===== src/rtl/sync_fifo_pkg.sv =====
// Shared sizing helpers for the synchronous FIFO slice.
package sync_fifo_pkg;

    // One extra pointer bit acts as the wrap flag that separates full from empty.
    function automatic int unsigned ptr_width(input int unsigned depth);
        return $clog2(depth) + 1;
    endfunction

    function automatic int unsigned count_width(input int unsigned depth);
        return $clog2(depth + 1);
    endfunction

endpackage


===== src/rtl/fifo_mem.sv =====
// Register-array storage for sync_fifo: synchronous write, asynchronous read.
module fifo_mem #(
    parameter int DATA_WIDTH = 8,
    parameter int DEPTH      = 4,
    parameter int ADDR_W     = 2
) (
    input  logic                  clk,
    input  logic                  we,
    input  logic [ADDR_W-1:0]     waddr,
    input  logic [DATA_WIDTH-1:0] wdata,
    input  logic [ADDR_W-1:0]     raddr,
    output logic [DATA_WIDTH-1:0] rdata
);

    logic [DATA_WIDTH-1:0] mem [DEPTH];

    always_ff @(posedge clk) begin
        if (we) begin
            mem[waddr] <= wdata;
        end
    end

    assign rdata = mem[raddr];

endmodule


===== src/rtl/sync_fifo.sv =====
// First-word-fall-through FIFO with valid/grant handshakes and sticky error flags.
module sync_fifo #(
    parameter int DATA_WIDTH      = 8,
    parameter int DEPTH           = 4,
    parameter int ALMOST_FULL_THR = DEPTH - 1
) (
    input  logic                       clk,
    input  logic                       rst,
    input  logic                       push_valid_i,
    input  logic [DATA_WIDTH-1:0]      push_data_i,
    output logic                       push_grant_o,
    output logic                       pop_valid_o,
    output logic [DATA_WIDTH-1:0]      pop_data_o,
    input  logic                       pop_grant_i,
    output logic [$clog2(DEPTH+1)-1:0] count_o,
    output logic                       almost_full_o,
    output logic                       overflow_o,
    output logic                       underflow_o
);
    import sync_fifo_pkg::*;

    localparam int AW = $clog2(DEPTH);
    localparam int PW = ptr_width(DEPTH);
    localparam int CW = count_width(DEPTH);
    localparam logic [CW-1:0] AF_THR  = CW'(ALMOST_FULL_THR);
    localparam logic [CW-1:0] CNT_ONE = CW'(1);
    localparam logic [PW-1:0] PTR_ONE = PW'(1);

    logic [PW-1:0]         wr_ptr;
    logic [PW-1:0]         rd_ptr;
    logic [CW-1:0]         count_q;
    logic                  overflow_q;
    logic                  underflow_q;
    logic                  empty;
    logic                  full;
    logic                  push_fire;
    logic                  pop_fire;
    logic [DATA_WIDTH-1:0] head_data;

    assign empty = (wr_ptr == rd_ptr);
    assign full  = (wr_ptr[AW-1:0] == rd_ptr[AW-1:0]) && (wr_ptr[AW] != rd_ptr[AW]);

    // A full FIFO refuses pushes even when a pop frees a slot in the same cycle.
    assign push_grant_o = !full && !rst;
    assign pop_valid_o  = !empty;
    assign push_fire    = push_valid_i && push_grant_o;
    assign pop_fire     = pop_valid_o && pop_grant_i;

    fifo_mem #(
        .DATA_WIDTH (DATA_WIDTH),
        .DEPTH      (DEPTH),
        .ADDR_W     (AW)
    ) u_mem (
        .clk   (clk),
        .we    (push_fire),
        .waddr (wr_ptr[AW-1:0]),
        .wdata (push_data_i),
        .raddr (rd_ptr[AW-1:0]),
        .rdata (head_data)
    );

    assign pop_data_o    = empty ? '0 : head_data;
    assign count_o       = count_q;
    assign almost_full_o = (count_q >= AF_THR);
    assign overflow_o    = overflow_q;
    assign underflow_o   = underflow_q;

    always_ff @(posedge clk) begin
        if (rst) begin
            wr_ptr      <= '0;
            rd_ptr      <= '0;
            count_q     <= '0;
            overflow_q  <= 1'b0;
            underflow_q <= 1'b0;
        end else begin
            if (push_fire) begin
                wr_ptr <= wr_ptr + PTR_ONE;
            end
            if (pop_fire) begin
                rd_ptr <= rd_ptr + PTR_ONE;
            end
            case ({push_fire, pop_fire})
                2'b10:   count_q <= count_q + CNT_ONE;
                2'b01:   count_q <= count_q - CNT_ONE;
                default: count_q <= count_q;
            endcase
            if (push_valid_i && full) begin
                overflow_q <= 1'b1;
            end
            if (pop_grant_i && empty) begin
                underflow_q <= 1'b1;
            end
        end
    end

endmodule


===== config.mk =====
export PLATFORM = sky130hd
export DESIGN_NAME = sync_fifo
export DESIGN_NICKNAME = d
export VERILOG_FILES = /design/src/rtl/sync_fifo_pkg.sv /design/src/rtl/fifo_mem.sv /design/src/rtl/sync_fifo.sv
export SDC_FILE = /design/constraint.sdc
export NUM_CORES = 1
export LEC_CHECK = 0
export ABC_AREA = 0
export ABC_CLOCK_PERIOD_IN_PS = 3400
export BUFFER_PORTS_ARGS = -buffer_cell sky130_fd_sc_hd__clkbuf_2
export CORE_UTILIZATION = 39
export CTS_CLUSTER_DIAMETER = 100
export CTS_CLUSTER_SIZE = 8
export DETAILED_ROUTE_END_ITERATION = 8
export RECOVER_POWER = 100
export SYNTH_ARGS = -nofsm -noshare
export SYNTH_HDL_FRONTEND = slang
export SYNTH_SLANG_ARGS = --single-unit
export TNS_END_PERCENT = 50

===== constraint.sdc =====
create_clock -name clk -period 3.4 [get_ports clk]
set_input_delay 0.34 -clock clk [delete_from_list [all_inputs] [get_ports clk]]
set_output_delay 0.34 -clock clk [all_outputs]
set_load 0.02 [all_outputs]

; Word-level counts from Yosys, hierarchy flattened
; Memories as Yosys holds them, arrays and structs flattened. A register that Yosys moved wholly into a read port is not among the register bits.
; Cells that the tools add are included.
[word_totals]
ramBits = 32
in_bits = 12
output_inout_bits = 16
register_bits = 11
elab_cells = 32
memories = 1
[op_classes]
eq_ne = 5
n_lt_le_gt_ge = 1
n_addsub = 4
reduce_logical = 10
n_mux = 6
[memory_table]
columns = name, depth, word_bits, read_ports, rd_clocked_by_memory_dff, write_ports, line
row1 = u_mem.mem, 4, 8, 1, 1, 1, fifo_mem.sv:15  ; logic [DATA_WIDTH-1:0] mem [DEPTH];
[op_table]
columns = operator, n
row1 = 3-bit by 1-bit adder with 3-bit output (second input constant), 3
row2 = 8-bit two-way mux, 1
row3 = 1-bit logical AND, 6
row4 = 3-bit one-hot mux with 2 select lines, 1
row5 = 2-bit two-way mux, 2
row6 = 3-bit equality test, 1
row7 = 3-bit by 2-bit greater-or-equal comparator with 1-bit output (second input constant), 1
row8 = 1-bit logical NOT, 3
row9 = 3-bit by 1-bit subtractor with 3-bit output (second input constant), 1
row10 = 2-bit by 1-bit equality test with 1-bit output (second input constant), 1
row11 = 2-bit equality test, 1
row12 = 2-bit equality test (second input constant), 1
row13 = 1-bit two-way mux, 2
row14 = 2-bit nonzero test, 1
row15 = 1-bit != test, 1

; Depth between registers and ports, before layout
; Gate-level depths: netlist (run 1).
[depth]
depth_word = 7
mapped_depth = 10
mapped_depth_nobuf = 9

; By module
; A second synthesis (run 1) with hierarchy kept.
[hier_totals]
cells_unflattened = 136
area_unflattened_um2 = 1939.4
[by_module_without_submodules]
columns = module, n_inst, area_per_inst_um2, cells_per_inst, seq_area_each_um2
row1 = fifo_mem, 1, 1188.6, 46, 960.9
row2 = sync_fifo, 1, 750.7, 90, 220.2

; Least setup slack after synthesis (run 1)
; OpenSTA, ideal clock, no wires.
[synth_timing]
kind = register to register
start = register wr_ptr[1]
end = register count_q[2], in the netlist count_o[2]
arrival_time_ps = 2272
setup_slack_ps = 1057
stages_incl_launch_ff = 11
n_path_buf = 1
period_less_slack_ps = 2343
required_time_ps = 3330
setup_ps = 70
cell_sequence = dfxtp_1 > buf_6 > xnor2_1 > a31oi_1 > inv_1 > ha_1 > inv_1 > fa_1 > xor2_1 > or3_1 > a21oi_1
[synth_between]
elab_chain_cells = 7
elab_cells_between_ends = 12
classes_between = eq/ne: 4 / mux: 1 / reduce/logical: 7
[synth_rtl]
columns = item, line
row1 = "start, declared", sync_fifo.sv:29  ; logic [PW-1:0] wr_ptr;
row2 = "start signal, assigned", sync_fifo.sv:77  ; wr_ptr <= wr_ptr + PTR_ONE;
row3 = 2-bit equality test, sync_fifo.sv:41  ; assign full = (wr_ptr[AW-1:0] == rd_ptr[AW-1:0]) && (wr_ptr[AW] != rd_ptr[AW]);
row4 = 1-bit logical AND, sync_fifo.sv:41
row5 = 1-bit logical NOT, sync_fifo.sv:44  ; assign push_grant_o = !full && !rst;
row6 = 1-bit logical AND, sync_fifo.sv:44
row7 = 1-bit logical AND, sync_fifo.sv:46  ; assign push_fire = push_valid_i && push_grant_o;
row8 = 2-bit by 1-bit equality test with 1-bit output / 2-bit equality test (equally long branches), sync_fifo.sv:82  ; case ({push_fire, pop_fire})
row9 = 3-bit one-hot mux with 2 select lines / 2-bit nonzero test (equally long branches), -
row10 = "end signal, assigned", sync_fifo.sv:83  ; 2'b10: count_q <= count_q + CNT_ONE;
row11 = "end signal, assigned", sync_fifo.sv:84  ; 2'b01: count_q <= count_q - CNT_ONE;
row12 = "end signal, assigned", sync_fifo.sv:85  ; default: count_q <= count_q;
row13 = "end, declared", sync_fifo.sv:31  ; logic [CW-1:0] count_q;
; Parallel ways exist; a longest one is shown, timed or not.
; A chain may end at the register's enable or synchronous reset.

; Final worst setup path (run 1)
[layout_timing]
start = register wr_ptr[0]
end = register count_q[2], in the netlist count_o[2]
; Same word-level chain as after synthesis.

==> results of run 1 <==
[cell usage in the layout, fill, tap and decap left out, types with 5 or more instances in the layout]
cell type  count
edfxtp_1      32
clkbuf_1      24
dfxtp_1       13
inv_1         10
mux4_2         8
nand3_1        7
nor2_1         6
ha_1           6
clkbuf_8       6
and2b_1        5
nor2b_1        5
o21ai_0        5
a21oi_1        5
[layer usage]
| metal | vias to the layer above | global-route usage (%) | routed length (um) |
|---|---|---|---|
| li1 | 621 | - | - |
| met1 | 654 | 20.2 | 1780 |
| met2 | 33 | 26.9 | 1960 |
| met3 | 4 | 4.34 | 158 |
| met4 | 0 | 5.66 | 27 |
| met5 | - | 0 | 0 |
[power groups by stage]
stage / clock (mW) / combinational [mW] / sequential, mW
2_1_floorplan: 0 / 0.443 / 0.714
3_3_place_gp: 0 / 0.595 / 0.733
3_5_place_dp: 0 / 0.604 / 0.738
4_1_cts: 0.349 / 0.607 / 0.726
5_1_grt: 0.370 / 0.640 / 0.737
6_report: 0.331 / 0.575 / 0.723
[cells by family (layout without fill, tap and decap cells)]
family,count (synthesis),in the layout,synth area share [%]
flip-flops,45,45,59.6
AND/OR/NAND/NOR,44,44,13.0
XOR/XNOR,8,8,3.79
adder cells (fa/ha/maj),7,7,4.64
buffers and inverters,16,46,3.36
AO/OA/AOI/OAI,22,22,6.84
multiplexers,8,8,8.80
[flip-flops by register name (all words and copies together) (netlist names), named ones only]
register,count
u_mem.mem,32
wr_ptr,3
overflow_o,1
count_o,3
underflow_o,1
rd_ptr,3
[worst paths after layout]
path / from / end / slack [ns] / depth (start not counted)
worst max-delay path: wr_ptr[0]$_SDFFE_PP0P_ / count_o[2]$_SDFFE_PP0P_ / 0.58 / 9
worst min-delay path: push_data_i[7] / u_mem.mem[2][7]$_DFFE_PP_ / 0.31 / 1
worst max register to register: wr_ptr[0]$_SDFFE_PP0P_ / count_o[2]$_SDFFE_PP0P_ / 0.58 / 9
worst min register to register: overflow_o$_SDFFE_PP0P_ / overflow_o$_SDFFE_PP0P_ / 0.48 / 2
[synth_stat cells (2+ instances only)]
cell type and instances:
a31oi_1 3, dfxtp_1 13, nand4_1 4, nand3_1 7
nor2b_1 5, o211ai_1 2, inv_1 10, nor2_1 6
ha_1 6, a41oi_1 3, a21oi_1 5, clkbuf_1 3
nor3b_1 3, xnor2_1 3, o21ai_0 5, nand2_1 2
mux4_2 8, and2_1 3, and2b_1 5, nand2b_1 2
edfxtp_1 32, xor2_1 4
[metrics by stage]
step           worst slack [ns]  hold slack, ns  util [%]  instance area [um^2]  total power, mW
2_1_floorplan              1.06           0.439         -                  2050             1.16
3_3_place_gp              0.658           0.456      44.3                  2250             1.33
3_5_place_dp              0.540           0.466      44.3                  2250             1.34
4_1_cts                   0.533           0.259      46.1                  2340             1.68
5_1_grt                   0.267           0.300      45.5                  2310             1.75
6_report                  0.584           0.310      45.5                  2310             1.63
[layout make-up]
class	instances	area [um^2]
fill	489	2770
sequential	45	1220
multi-input combinational	89	758
timing repair buffer	28	113
tap	70	87.6
clock buffer	6	82.6
inverter	10	37.5
clock inverter	2	8.76
==> out/results.ini, run 1 <==
[global_route]
grt_max_degree=19
antenna_found_initial=0
grt_overflow_total=0
grt_pass1_vias=1360
grt_pass1_wl_um=6510
grtUsageTotal_pct=16.1

[cells_and_area]
final_net_count=198
layout-drive-gt1-share_pct=11.1
antenna-diode-count=0
fin_cells=250
area.growth.synth_to_final_pct=12.7

[timing]
fin_setup_tns_ns=0
tightest_slew_ns=1.07
hold_viol_final=0
relSlewSlack_pct=28.1
fin_crit_ns=2.82
rsz0062_at_grt=false
setup_viol=0
skew_ns=0.00699
fmax_ghz=0.355
drv_slew=0
min_period_over_period_pct=82.8

[power]
ir_worst_vdd_mv=0.275
power.internal_mw=1.03
switchingPower_mw=0.598
seqPwrFrac_pct=44.4
p_clk_share_pct=20.3
switching_share_pct=36.7
p_leak_nw=0.788
pwr-share-comb_pct=35.3
p_per_area_nw_per_um2=706

[clock_tree]
htreeDepth=2
clock_path_buffers=2
cts_setup_buffers=0
cts_made_buffers=5
cts_tree=built
cts.sinks=45
clkLatencyLatePin_ns=0.29
clk_pin_slew_ns=0.08
cts_resized=0
hold_buffers=0
cts-root-buf=clkbuf_8

[critical_path]
path_delay_family=XOR/XNOR gates
startpoint_type=flip-flop
cp-end-kind=flip-flop
critical_path_buf_inv_count=2
cp.arrival_ns=3.03
crit_slowest_cell=xnor2_1
cp_max_fo=11
crit_chain=xnor2_1, a31oi_1, inv_1, ha_1, inv_1, fa_1, xor2_1, or3_1, a21oi_1
slowest_delay_ns=0.69
critPathMostFrequentCell=inv_1
path_class=flip-flop to flip-flop
worstPathRequired_ns=3.62

[die]
rows=26
ios=28
die_y_um=74.5
start_util_pct=40.4
coreArea_um2=5070
die_w_um=74.5
die-area_um2=5550

[yosys]
synth_cell_types=38
synth_edf_count=32
synth_top_area_share_pct=46.9
postSynthAreaPerCell_um2=13.7
ys_seq_area_share_pct=59.6
synth_top_area_cell=edfxtp_1
syn_inst=150
synth_nets=169
synth_ff_type=edfxtp_1
ys_ff_latch=45
yosys_warnings=0
synthTopCellsByArea=edfxtp_1 47%, dfxtp_1 13%, mux4_2 8.8%
synthArstFlopShare_pct=0
syn_area_um2=2050

[placed_design]
io_buffers=27
gp_congestion=0.816
dp_cells=242
dp_hpwl_um=2770

[worst_hold_path]
min_path_type=input port to flip-flop

[outcome]
status=finished clean

[routing]
ant_nets=0
dr.first_iter.drc_count=57
via_per_inst=5.25
wirelength_um=3920
wl_per_cell_um=15.7
dr.pass1.iters=4
vias=1312
drc=0

[job]
maxCapViolations=0

Note: power is estimated with default switching activity, not from simulation.
==> run 2: changes to the inputs <==
ABC_CLOCK_PERIOD_IN_PS = 2800   (was 3400)
clock period = 2.8 ns   (was 3.4 ns; I/O delays follow)
==> out/results.ini, run 2 (synthesis results as in run 1) <==
[outcome]
status=finished clean  ; unchanged

[global_route]
grt_pass1_wl_um=6380  ; was 6510 um
antenna_found_initial=0  ; unchanged
grt_max_degree=18  ; was 19
grtUsageTotal_pct=15.7  ; was 16.1%
grt_overflow_total=0  ; unchanged
grt_pass1_vias=1343  ; was 1360

[power]
p_leak_nw=0.810  ; was 0.788 nW
finalPower_mw=2.08  ; was 1.63 mW
seqPwrFrac_pct=42.0  ; was 44.4%
pwr-share-comb_pct=35.0  ; was 35.3%
ir_worst_vdd_mv=0.400  ; was 0.275 mV
switchingPower_mw=0.741  ; was 0.598 mW
p_clk_share_pct=23.0  ; was 20.3%
power.internal_mw=1.34  ; was 1.03 mW
switching_share_pct=35.6  ; was 36.7%
p_per_area_nw_per_um2=882  ; was 706 nW/um^2

[critical_path]
worstPathRequired_ns=3.02  ; was 3.62 ns
crit_chain=xor2_2, clkbuf_1, a31oi_1, inv_1, ha_1, inv_1, fa_1, xor2_1, or3_1, a21oi_1  ; was xnor2_1, a31oi_1, inv_1, ha_1, inv_1, fa_1, xor2_1, or3_1, a21oi_1
cp-end-kind=flip-flop  ; unchanged
critPathMostFrequentCell=inv_1  ; unchanged
cp.arrival_ns=2.82  ; was 3.03 ns
path_class=flip-flop to flip-flop  ; unchanged
crit_slowest_cell=dfxtp_1  ; was xnor2_1
ff2ff_setup_slack_ns=0.21  ; was 0.58 ns
startpoint_type=flip-flop  ; unchanged
slowest_delay_ns=0.44  ; was 0.69 ns
cp_max_fo=8  ; was 11

[timing]
tightest_slew_ns=0.735  ; was 1.07 ns
hold_viol_final=0  ; unchanged
fmax_ghz=0.386  ; was 0.355 GHz
skew_ns=0.00722  ; was 0.00699 ns
holdWs_ns=0.249  ; was 0.310 ns
setup_viol=0  ; unchanged
fin_setup_tns_ns=0  ; unchanged
rsz0062_at_grt=false  ; unchanged
drv_slew=0  ; unchanged
relSlewSlack_pct=50.7  ; was 28.1%
fin_crit_ns=2.59  ; was 2.82 ns
min_period_over_period_pct=92.5  ; was 82.8%

[die]
start_util_pct=40.4  ; unchanged
coreArea_um2=5070  ; unchanged
die_w_um=74.5  ; unchanged
ios=28  ; unchanged
rows=26  ; unchanged
die-area_um2=5550  ; unchanged
die_y_um=74.5  ; unchanged

[cells_and_area]
fin_cells=255  ; was 250
layout_commonest_cell=edfxtp_1  ; unchanged
largest_reg_flops=32  ; unchanged
fin_area_um2=2360  ; was 2310 um^2
final_cell_mix=32 x edfxtp_1, 28 x clkbuf_1, 13 x dfxtp_1  ; was 32 x edfxtp_1, 24 x clkbuf_1, 13 x dfxtp_1
regMostFlops=u_mem.mem  ; unchanged
antenna-diode-count=0  ; unchanged
final_net_count=203  ; was 198
area.growth.synth_to_final_pct=15.2  ; was 12.7%
layout-drive-gt1-share_pct=12.4  ; was 11.1%

[routing]
via_per_inst=5.15  ; was 5.25
vias=1313  ; was 1312
drc=0  ; unchanged
wl_per_cell_um=15.4  ; was 15.7 um
wirelength_um=3920  ; about the same
dr.first_iter.drc_count=70  ; was 57
ant_nets=0  ; unchanged
dr.pass1.iters=4  ; unchanged

[clock_tree]
cts.sinks=45  ; unchanged
cts_made_buffers=5  ; unchanged
clk_pin_slew_ns=0.08  ; about the same
cts_tree=built  ; unchanged
clock_path_buffers=2  ; unchanged
clkLatencyLatePin_ns=0.29  ; about the same
hold_buffers=0  ; unchanged
cts-root-buf=clkbuf_8  ; unchanged
htreeDepth=2  ; unchanged

[placed_design]
dp_hpwl_um=2740  ; was 2770 um
place_area_um2=2280  ; was 2250 um^2
gp_congestion=0.808  ; was 0.816
dp_cells=247  ; was 242
io_buffers=27  ; unchanged

[worst_hold_path]
min_path_type=input port to flip-flop  ; unchanged

[job]
maxCapViolations=0  ; unchanged

run 2: cell count changes in the layout (fill, tap and decap cells not counted), sizes merged:
cell    delta
buf        +2
bufinv     +1
clkbuf     +3
clkinv     -1
run 2: per-stage QoR:
stage,utilization [%],worst slack [ns]
floorplan,-,0.457
global placement,45.0,0.0667
detailed placement,45.0,-0.106
CTS,47.3,0.294
global route,46.5,0.0328
finish,46.5,0.209
run 2: repair_timing:
action                                 in CTS  in global routing
resized for setup                           1                  0
setup endpoints to repair                   2                  0
buffers inserted                            0                  0
endpoints found under the hold margin       0                  0
run 2: final cells by class:
class                      count  area, um^2
fill                         491        2720
sequential                    45        1220
multi-input combinational     89         763
timing repair buffer          33         139
tap                           70        87.6
clock buffer                   6        72.6
clock inverter                 2        38.8
inverter                      10        37.5
run 2: power groups by stage:
stage / clock, mW / combinational, mW / sequential [mW]
finish: 0.480 / 0.729 / 0.874
global route: 0.526 / 0.816 / 0.893
CTS: 0.496 / 0.779 / 0.878
detailed placement: 0 / 0.770 / 0.893
global placement: 0 / 0.757 / 0.887
floorplan: 0 / 0.538 / 0.867
run 2: worst max-delay path, delay by kind of cell (launching register included):
| family | cells | cell delay [ns] |
|---|---|---|
| flip-flops | 1 | 0.44 |
| AND/OR/NAND/NOR | 1 | 0.30 |
| XOR/XNOR | 2 | 0.35 |
| adder cells (fa/ha/maj) | 2 | 0.56 |
| buffers and inverters | 3 | 0.50 |
| AO/OA/AOI/OAI | 2 | 0.38 |
run 2: path summary, 6_finish.rpt:
check / from / end / cells past startpoint
setup / recovery: wr_ptr[2]$_SDFFE_PP0P_ / count_o[2]$_SDFFE_PP0P_ / 10
setup reg to reg: wr_ptr[2]$_SDFFE_PP0P_ / count_o[2]$_SDFFE_PP0P_ / 10
hold / removal: push_data_i[7] / u_mem.mem[0][7]$_DFFE_PP_ / 1
hold reg to reg: underflow_o$_SDFFE_PP0P_ / underflow_o$_SDFFE_PP0P_ / 2
run 2: routing by layer:
metal  part of all wire (%)  wire length [um]  track usage [%]  vias up
met5                      0                 0                0        -
met4                    1.2                46             4.40        0
met3                    4.2               165             3.66        6
met2                     51              2000             26.7       35
met1                     44              1710             20.2      640
li1                       -                 -                -      632
